==> src/rtl/elbeth_pipeline_ctrl_pkg.sv <==
// Shared encodings for the ELBETH pipeline controller: PC source select, FSM states, bus-error bits.
// Pure definitions; no timing or flow-control behaviour lives here.
package elbeth_pipeline_ctrl_pkg;

    localparam logic [1:0] PC_SEL_PC4    = 2'd0;
    localparam logic [1:0] PC_SEL_BRANCH = 2'd1;
    localparam logic [1:0] PC_SEL_EXC    = 2'd2;
    localparam logic [1:0] PC_SEL_EPC    = 2'd3;

    localparam int BUS_ERR_IMEM = 0;
    localparam int BUS_ERR_DMEM = 1;

    typedef enum logic {
        ST_RUN       = 1'b0,
        ST_ERET_WAIT = 1'b1
    } state_t;

    // Index of the highest set bit; the oldest requesting stage wins arbitration.
    function automatic logic [2:0] msb_index(input logic [7:0] v);
        logic [2:0] idx;
        idx = '0;
        for (int i = 0; i < 8; i++) begin
            if (v[i]) idx = 3'(i);
        end
        return idx;
    endfunction

endpackage

==> src/rtl/elbeth_mem_watchdog.sv <==
// Memory handshake watchdog: counts consecutive wait cycles, pulses (combinationally) after MEM_TIMEOUT.
// Pending event registers on the pulse and holds until consumed; MEM_TIMEOUT = 0 disables it.
module elbeth_mem_watchdog #(
    parameter int MEM_TIMEOUT = 255,
    parameter int CNT_W       = 8
) (
    input  logic clk,
    input  logic rst,
    input  logic mem_wait,
    input  logic consume,
    output logic timeout_pulse,
    output logic timeout_pending
);

    localparam logic             ENABLE = (MEM_TIMEOUT != 0);
    localparam logic [CNT_W-1:0] LIMIT  = CNT_W'(MEM_TIMEOUT);

    logic [CNT_W-1:0] cnt;

    assign timeout_pulse = ENABLE && mem_wait && (cnt == LIMIT);

    always_ff @(posedge clk or negedge rst) begin
        if (!rst) begin
            cnt             <= '0;
            timeout_pending <= 1'b0;
        end else begin
            if (!ENABLE || !mem_wait || timeout_pulse) begin
                cnt <= '0;
            end else if (cnt != '1) begin
                cnt <= cnt + CNT_W'(1);
            end
            // A fresh pulse outranks a same-cycle consume so no timeout is lost.
            timeout_pending <= timeout_pulse | (timeout_pending & ~consume);
        end
    end

endmodule

==> src/rtl/elbeth_pipeline_ctrl.sv <==
// Pipeline sequencer: per-stage stall/flush, PC select, oldest-first exception arbitration, ERET bubbles.
// Outputs are combinational from state and inputs; memory waits stall the pipe, watchdogs turn hangs into exceptions.
module elbeth_pipeline_ctrl
    import elbeth_pipeline_ctrl_pkg::*;
#(
    parameter int NSTAGES      = 3,
    parameter int ERET_BUBBLES = 1,
    parameter int MEM_TIMEOUT  = 255,
    parameter int CNT_W        = 8
) (
    input  logic               clk,
    input  logic               rst,
    input  logic               imem_en,
    input  logic               imem_ready,
    input  logic               dmem_en,
    input  logic               dmem_ready,
    input  logic               branch_taken,
    input  logic [NSTAGES-1:0] except_req,
    input  logic               eret,
    output logic [NSTAGES-1:0] stall,
    output logic [NSTAGES-1:0] flush,
    output logic               pc_stall,
    output logic [1:0]         pc_select,
    output logic               exception,
    output logic [2:0]         except_stage,
    output logic [1:0]         bus_error,
    output logic               retire
);

    state_t             state, state_nxt;
    logic [3:0]         bub, bub_nxt;
    logic               dstall, istall, run_stall;
    logic [1:0]         tmo_pulse, tmo_pend, consume;
    logic [NSTAGES-1:0] exc_v, flush_mask;
    logic [2:0]         win;

    assign dstall = dmem_en & ~dmem_ready;
    assign istall = imem_en & ~imem_ready;

    elbeth_mem_watchdog #(.MEM_TIMEOUT(MEM_TIMEOUT), .CNT_W(CNT_W)) u_imem_wd (
        .clk             (clk),
        .rst             (rst),
        .mem_wait        (istall),
        .consume         (consume[BUS_ERR_IMEM]),
        .timeout_pulse   (tmo_pulse[BUS_ERR_IMEM]),
        .timeout_pending (tmo_pend[BUS_ERR_IMEM])
    );

    elbeth_mem_watchdog #(.MEM_TIMEOUT(MEM_TIMEOUT), .CNT_W(CNT_W)) u_dmem_wd (
        .clk             (clk),
        .rst             (rst),
        .mem_wait        (dstall),
        .consume         (consume[BUS_ERR_DMEM]),
        .timeout_pulse   (tmo_pulse[BUS_ERR_DMEM]),
        .timeout_pending (tmo_pend[BUS_ERR_DMEM])
    );

    // Imem timeouts fault the fetch stage, dmem timeouts fault EXS.
    always_comb begin
        exc_v              = except_req;
        exc_v[0]           = exc_v[0] | tmo_pend[BUS_ERR_IMEM];
        exc_v[NSTAGES-1]   = exc_v[NSTAGES-1] | tmo_pend[BUS_ERR_DMEM];
        win                = msb_index(8'(exc_v));
        for (int i = 0; i < NSTAGES; i++) begin
            flush_mask[i] = (i <= int'(win));
        end
    end

    assign run_stall = dstall | (istall & ~eret);
    assign bus_error = tmo_pulse & {2{rst}};

    always_comb begin
        state_nxt    = state;
        bub_nxt      = bub;
        stall        = '0;
        flush        = '0;
        pc_stall     = 1'b0;
        pc_select    = PC_SEL_PC4;
        exception    = 1'b0;
        except_stage = '0;
        consume      = '0;
        if (!rst) begin
            stall    = '1;
            pc_stall = 1'b1;
        end else if (|exc_v) begin
            exception    = 1'b1;
            pc_select    = PC_SEL_EXC;
            except_stage = win;
            flush        = flush_mask;
            // A younger faulting stage still has to wait out an in-flight data access.
            if ((win != 3'(NSTAGES-1)) && dstall) begin
                stall    = '1;
                pc_stall = 1'b1;
            end
            consume[BUS_ERR_IMEM] = (win == 3'd0);
            consume[BUS_ERR_DMEM] = (win == 3'(NSTAGES-1));
            state_nxt = ST_RUN;
            bub_nxt   = '0;
        end else if (state == ST_RUN) begin
            stall[NSTAGES-2:0] = {(NSTAGES-1){run_stall}};
            stall[NSTAGES-1]   = dstall;
            pc_stall           = run_stall;
            if (eret) begin
                pc_select            = PC_SEL_EPC;
                flush[NSTAGES-2:0]   = '1;
                if (ERET_BUBBLES > 0) begin
                    state_nxt = ST_ERET_WAIT;
                    bub_nxt   = 4'(ERET_BUBBLES);
                end
            end else if (branch_taken) begin
                pc_select = PC_SEL_BRANCH;
                flush[0]  = 1'b1;
            end
        end else begin
            stall[NSTAGES-2:0] = '1;
            pc_stall           = 1'b1;
            bub_nxt            = bub - 4'd1;
            if (bub <= 4'd1) state_nxt = ST_RUN;
        end
    end

    assign retire = rst & ~stall[NSTAGES-1] & ~flush[NSTAGES-1] & ~exception & (state == ST_RUN);

    always_ff @(posedge clk or negedge rst) begin
        if (!rst) begin
            state <= ST_RUN;
            bub   <= '0;
        end else begin
            state <= state_nxt;
            bub   <= bub_nxt;
        end
    end

endmodule
==> config.mk <==
export PLATFORM = sky130hd
export DESIGN_NAME = elbeth_pipeline_ctrl
export DESIGN_NICKNAME = d
export VERILOG_FILES = /design/src/rtl/elbeth_pipeline_ctrl_pkg.sv /design/src/rtl/elbeth_mem_watchdog.sv /design/src/rtl/elbeth_pipeline_ctrl.sv
export SDC_FILE = /design/constraint.sdc
export NUM_CORES = 1
export LEC_CHECK = 0
export CAP_MARGIN = 15
export CORE_ASPECT_RATIO = 0.9
export CORE_UTILIZATION = 35
export CTS_BUF_LIST = sky130_fd_sc_hd__clkbuf_4
export CTS_CLUSTER_DIAMETER = 30
export CTS_CLUSTER_SIZE = 16
export DETAILED_ROUTE_END_ITERATION = 16
export PLACE_DENSITY_LB_ADDON = 0.2
export SKIP_LAST_GASP = 1
export SYNTH_ARGS = -nofsm -noshare
export SYNTH_HDL_FRONTEND = slang
export SYNTH_SLANG_ARGS = --single-unit
==> constraint.sdc <==
create_clock -name clk -period 4.2 [get_ports clk]
set_clock_uncertainty 0.05 [all_clocks]
set_input_delay 0.42 -clock clk [delete_from_list [all_inputs] [get_ports clk]]
set_output_delay 0.42 -clock clk [all_outputs]
set_load 0.01 [all_outputs]
==> results.cfg <==
[logic_synthesis]
synth_ff_type = dfrtp_1
synth_nets = 166
ys_seq_elements = 23
synth_area_leader_cell = dfrtp_1
synth_edf_count = 0
syn_area_sq_um = 1350
ys_seq_area_share_pct = 42.6
synth_top_area_share_pct = 42.6
synth.distinct_cells = 43
synthArstFlopShare_pct = 100
synth-warning-count = 0
synthTopCellsByArea = dfrtp_1 43%, nor2_1 4.2%, ha_1 3.7%
yosys-top-cells-count = 23 x dfrtp_1, 15 x nor2_1, 11 x nand2_1, 9 x o21ai_0, 8 x a21oi_1
synth_cells = 151
yosysMostFrequentCell = dfrtp_1
syn_avg_cell_area_sq_um = 8.96

[placed_design]
routabilityCongestion = 0.801
post-dp-hpwl_mm = 2.35
io_buffers = 25
dp_slack_ns = 1.01
place_inst = 218

[clocking]
cts_made_buffers = 3
clock-root-buffer = clkbuf_4
clock_sinks = 23
ctsHoldBuffers = 0
clk_pin_slew_ns = 0.12
post_cts_resized = 0
clockBufferDepth = 2
cts-htree-levels = 1
cts_tree = built
clock_latency_ns = 0.31
post-cts-setup-buffer-count = 0

[grt]
globalRouteTotalUtil_pct = 17.4
antenna_found_initial = 0
gr-total-overflow = 0
first_global_vias = 1153
grt_max_degree = 18
grt_pass1_wl_mm = 5.33

[worst_setup_path]
path_cells = clkdlybuf4s50_1, clkinv_1, nor4_1, clkdlybuf4s50_1
cpMostUsedCell = clkdlybuf4s50_1
r2r_end = u_imem_wd.cnt[5]
critical_path.endpoint_type = primary output
required_ns = 3.73
crit_slowest_cell = clkdlybuf4s50_1
worstReg2RegStart = u_imem_wd.cnt[0]
ff2ff_path_depth = 4
arrival_ns = 2.73
r2r_slack_ns = 2.54
cp_max_fo = 12
path_buf_inv = 3
max_stage_delay_ns = 0.80
start_kind = primary input
crit_type = primary input to primary output
crit_family = buffers and inverters

[power]
p_leak_nw = 0.638
irDropWorstVdd_v = 0.000173
power.total_mw = 0.405
pwr_density_cell_nw_per_um2 = 243

[die]
dieArea_sq_um = 4120
rows = 21
ioPinCount = 27
initial_core_util_pct = 36.5
die_w_um = 67.5
core_sq_um = 3700
die_h_um = 61.0

[detailed_routing]
ant_nets = 0
num_vias = 1183
drt_iter0_drc = 95
wire_per_inst_um = 13.7
first_pass_iters = 4
avgViaCountPerCell = 5.33
wirelength_mm = 3.04
drc_errors = 0

[sta]
period_needed_ns = 3.20
hold_viol = 0
rsz0062_at_grt = false
fin_setup_tns_ns = 0
report.final.slew_viol_count = 0
timing.final.ws_setup_ns = 1.00
timing.fmax_ghz = 0.313
setup_violations = 0
fin_crit_sh_pct = 76.1
tightest_slew_ns = 0.543
relSlewSlack_pct = 63.4

[final_layout]
final_layout_size_suffix_gt1_share_pct = 7.39
insertedDiodeCount = 0
multi_input_area_sq_um = 708
finalNonFillerCells = 222
fillers = 349
area_growth_pct = 23.0
final_nets = 192
fin_util_pct = 44.9
regArea_sq_um = 576

[run]
drv_cap = 0

[status]
status = finished, final reports clean

[hold_path]
hold_path_class = primary input to async pin
==> stage by stage <==
stage,hold WS (ns),instance area (sq um)
3_5_place_dp,0.436,1640
4_1_cts,0.391,1660
5_1_grt,0.402,1660
3_3_place_gp,0.424,1640
2_1_floorplan,0.0744,1350
6_report,0.389,1660
==> sequential cells by signal, indices dropped and copies added, names as in the netlist <==
register                   flops
bub                            4
u_imem_wd.timeout_pending      1
state                          1
u_dmem_wd.cnt                  8
u_dmem_wd.timeout_pending      1
u_imem_wd.cnt                  8
==> worst register-to-register path, delay by kind of cell, from the launching register on <==
family,cells,cell delay [ns]
simple gates,2,0.33
fa+ha+maj,1,0.22
flops,1,0.41
compound gates,1,0.53
==> layer usage <==
layer	routed length [um]	global-route usage (%)	share of wire, %
met5	0	0	0
met4	23	4.26	0.76
met3	134	4.14	4.4
met2	1540	29.1	51
met1	1350	22.7	44
==> cells by family after synthesis <==
group                      after synthesis  share of synthesized area, %
buffers and inverters                   14                          5.09
adders and majority gates                4                          3.70
xor gates and xnor gates                 6                          3.89
AOI/OAI and AO/OA                       36                          17.0
muxes                                    1                         0.740
and+or+nand+nor                         66                          26.7
DFF                                     23                          42.6
other                                    1                         0.277
==> area by class of cell <==
class | count | area share, %
tap | 46 | 3.46
inverter | 8 | 1.80
clock buffer | 3 | 1.35
timing repair buffer | 27 | 15.9
multi-input combinational | 114 | 42.6
sequential | 23 | 34.6
clock inverter | 1 | 0.301
==> placed cells by master, fill, tap and decap left out, types with 2 or more instances in the layout <==
cell	count
nand2b_1	3
nor2b_1	6
xor2_1	4
o21ai_0	9
nor4_1	3
dfrtp_1	23
a31oi_1	4
xnor2_1	2
or4_1	2
or3b_2	2
nand2_1	11
nor3_1	4
nand4_1	2
buf_4	2
nor2_1	15
and3_1	2
ha_1	4
a21oi_1	8
o21a_1	3
nand3_1	7
clkbuf_4	3
inv_1	7
or3_1	2
o211ai_1	4
clkdlybuf4s50_1	25
==> worst max-delay path by stage <==
stage,startpoint,depth (start not counted),endpoint
floorplan,u_dmem_wd.timeout_pending,4,stall[0]
detailed placement,rst,4,bus_error[0]
finish,rst,4,bus_error[0]
global route,rst,4,bus_error[0]
global placement,rst,4,bus_error[0]
CTS,rst,4,bus_error[0]
==> power by group <==
group / total, mW / internal, mW / switching [mW]
Clock: 0.100 / 0.0356 / 0.0644
Combinational: 0.0727 / 0.0354 / 0.0373
Sequential: 0.232 / 0.226 / 0.00636
Total: 0.405 / 0.296 / 0.108
Note: power is estimated with default switching activity, not from simulation.
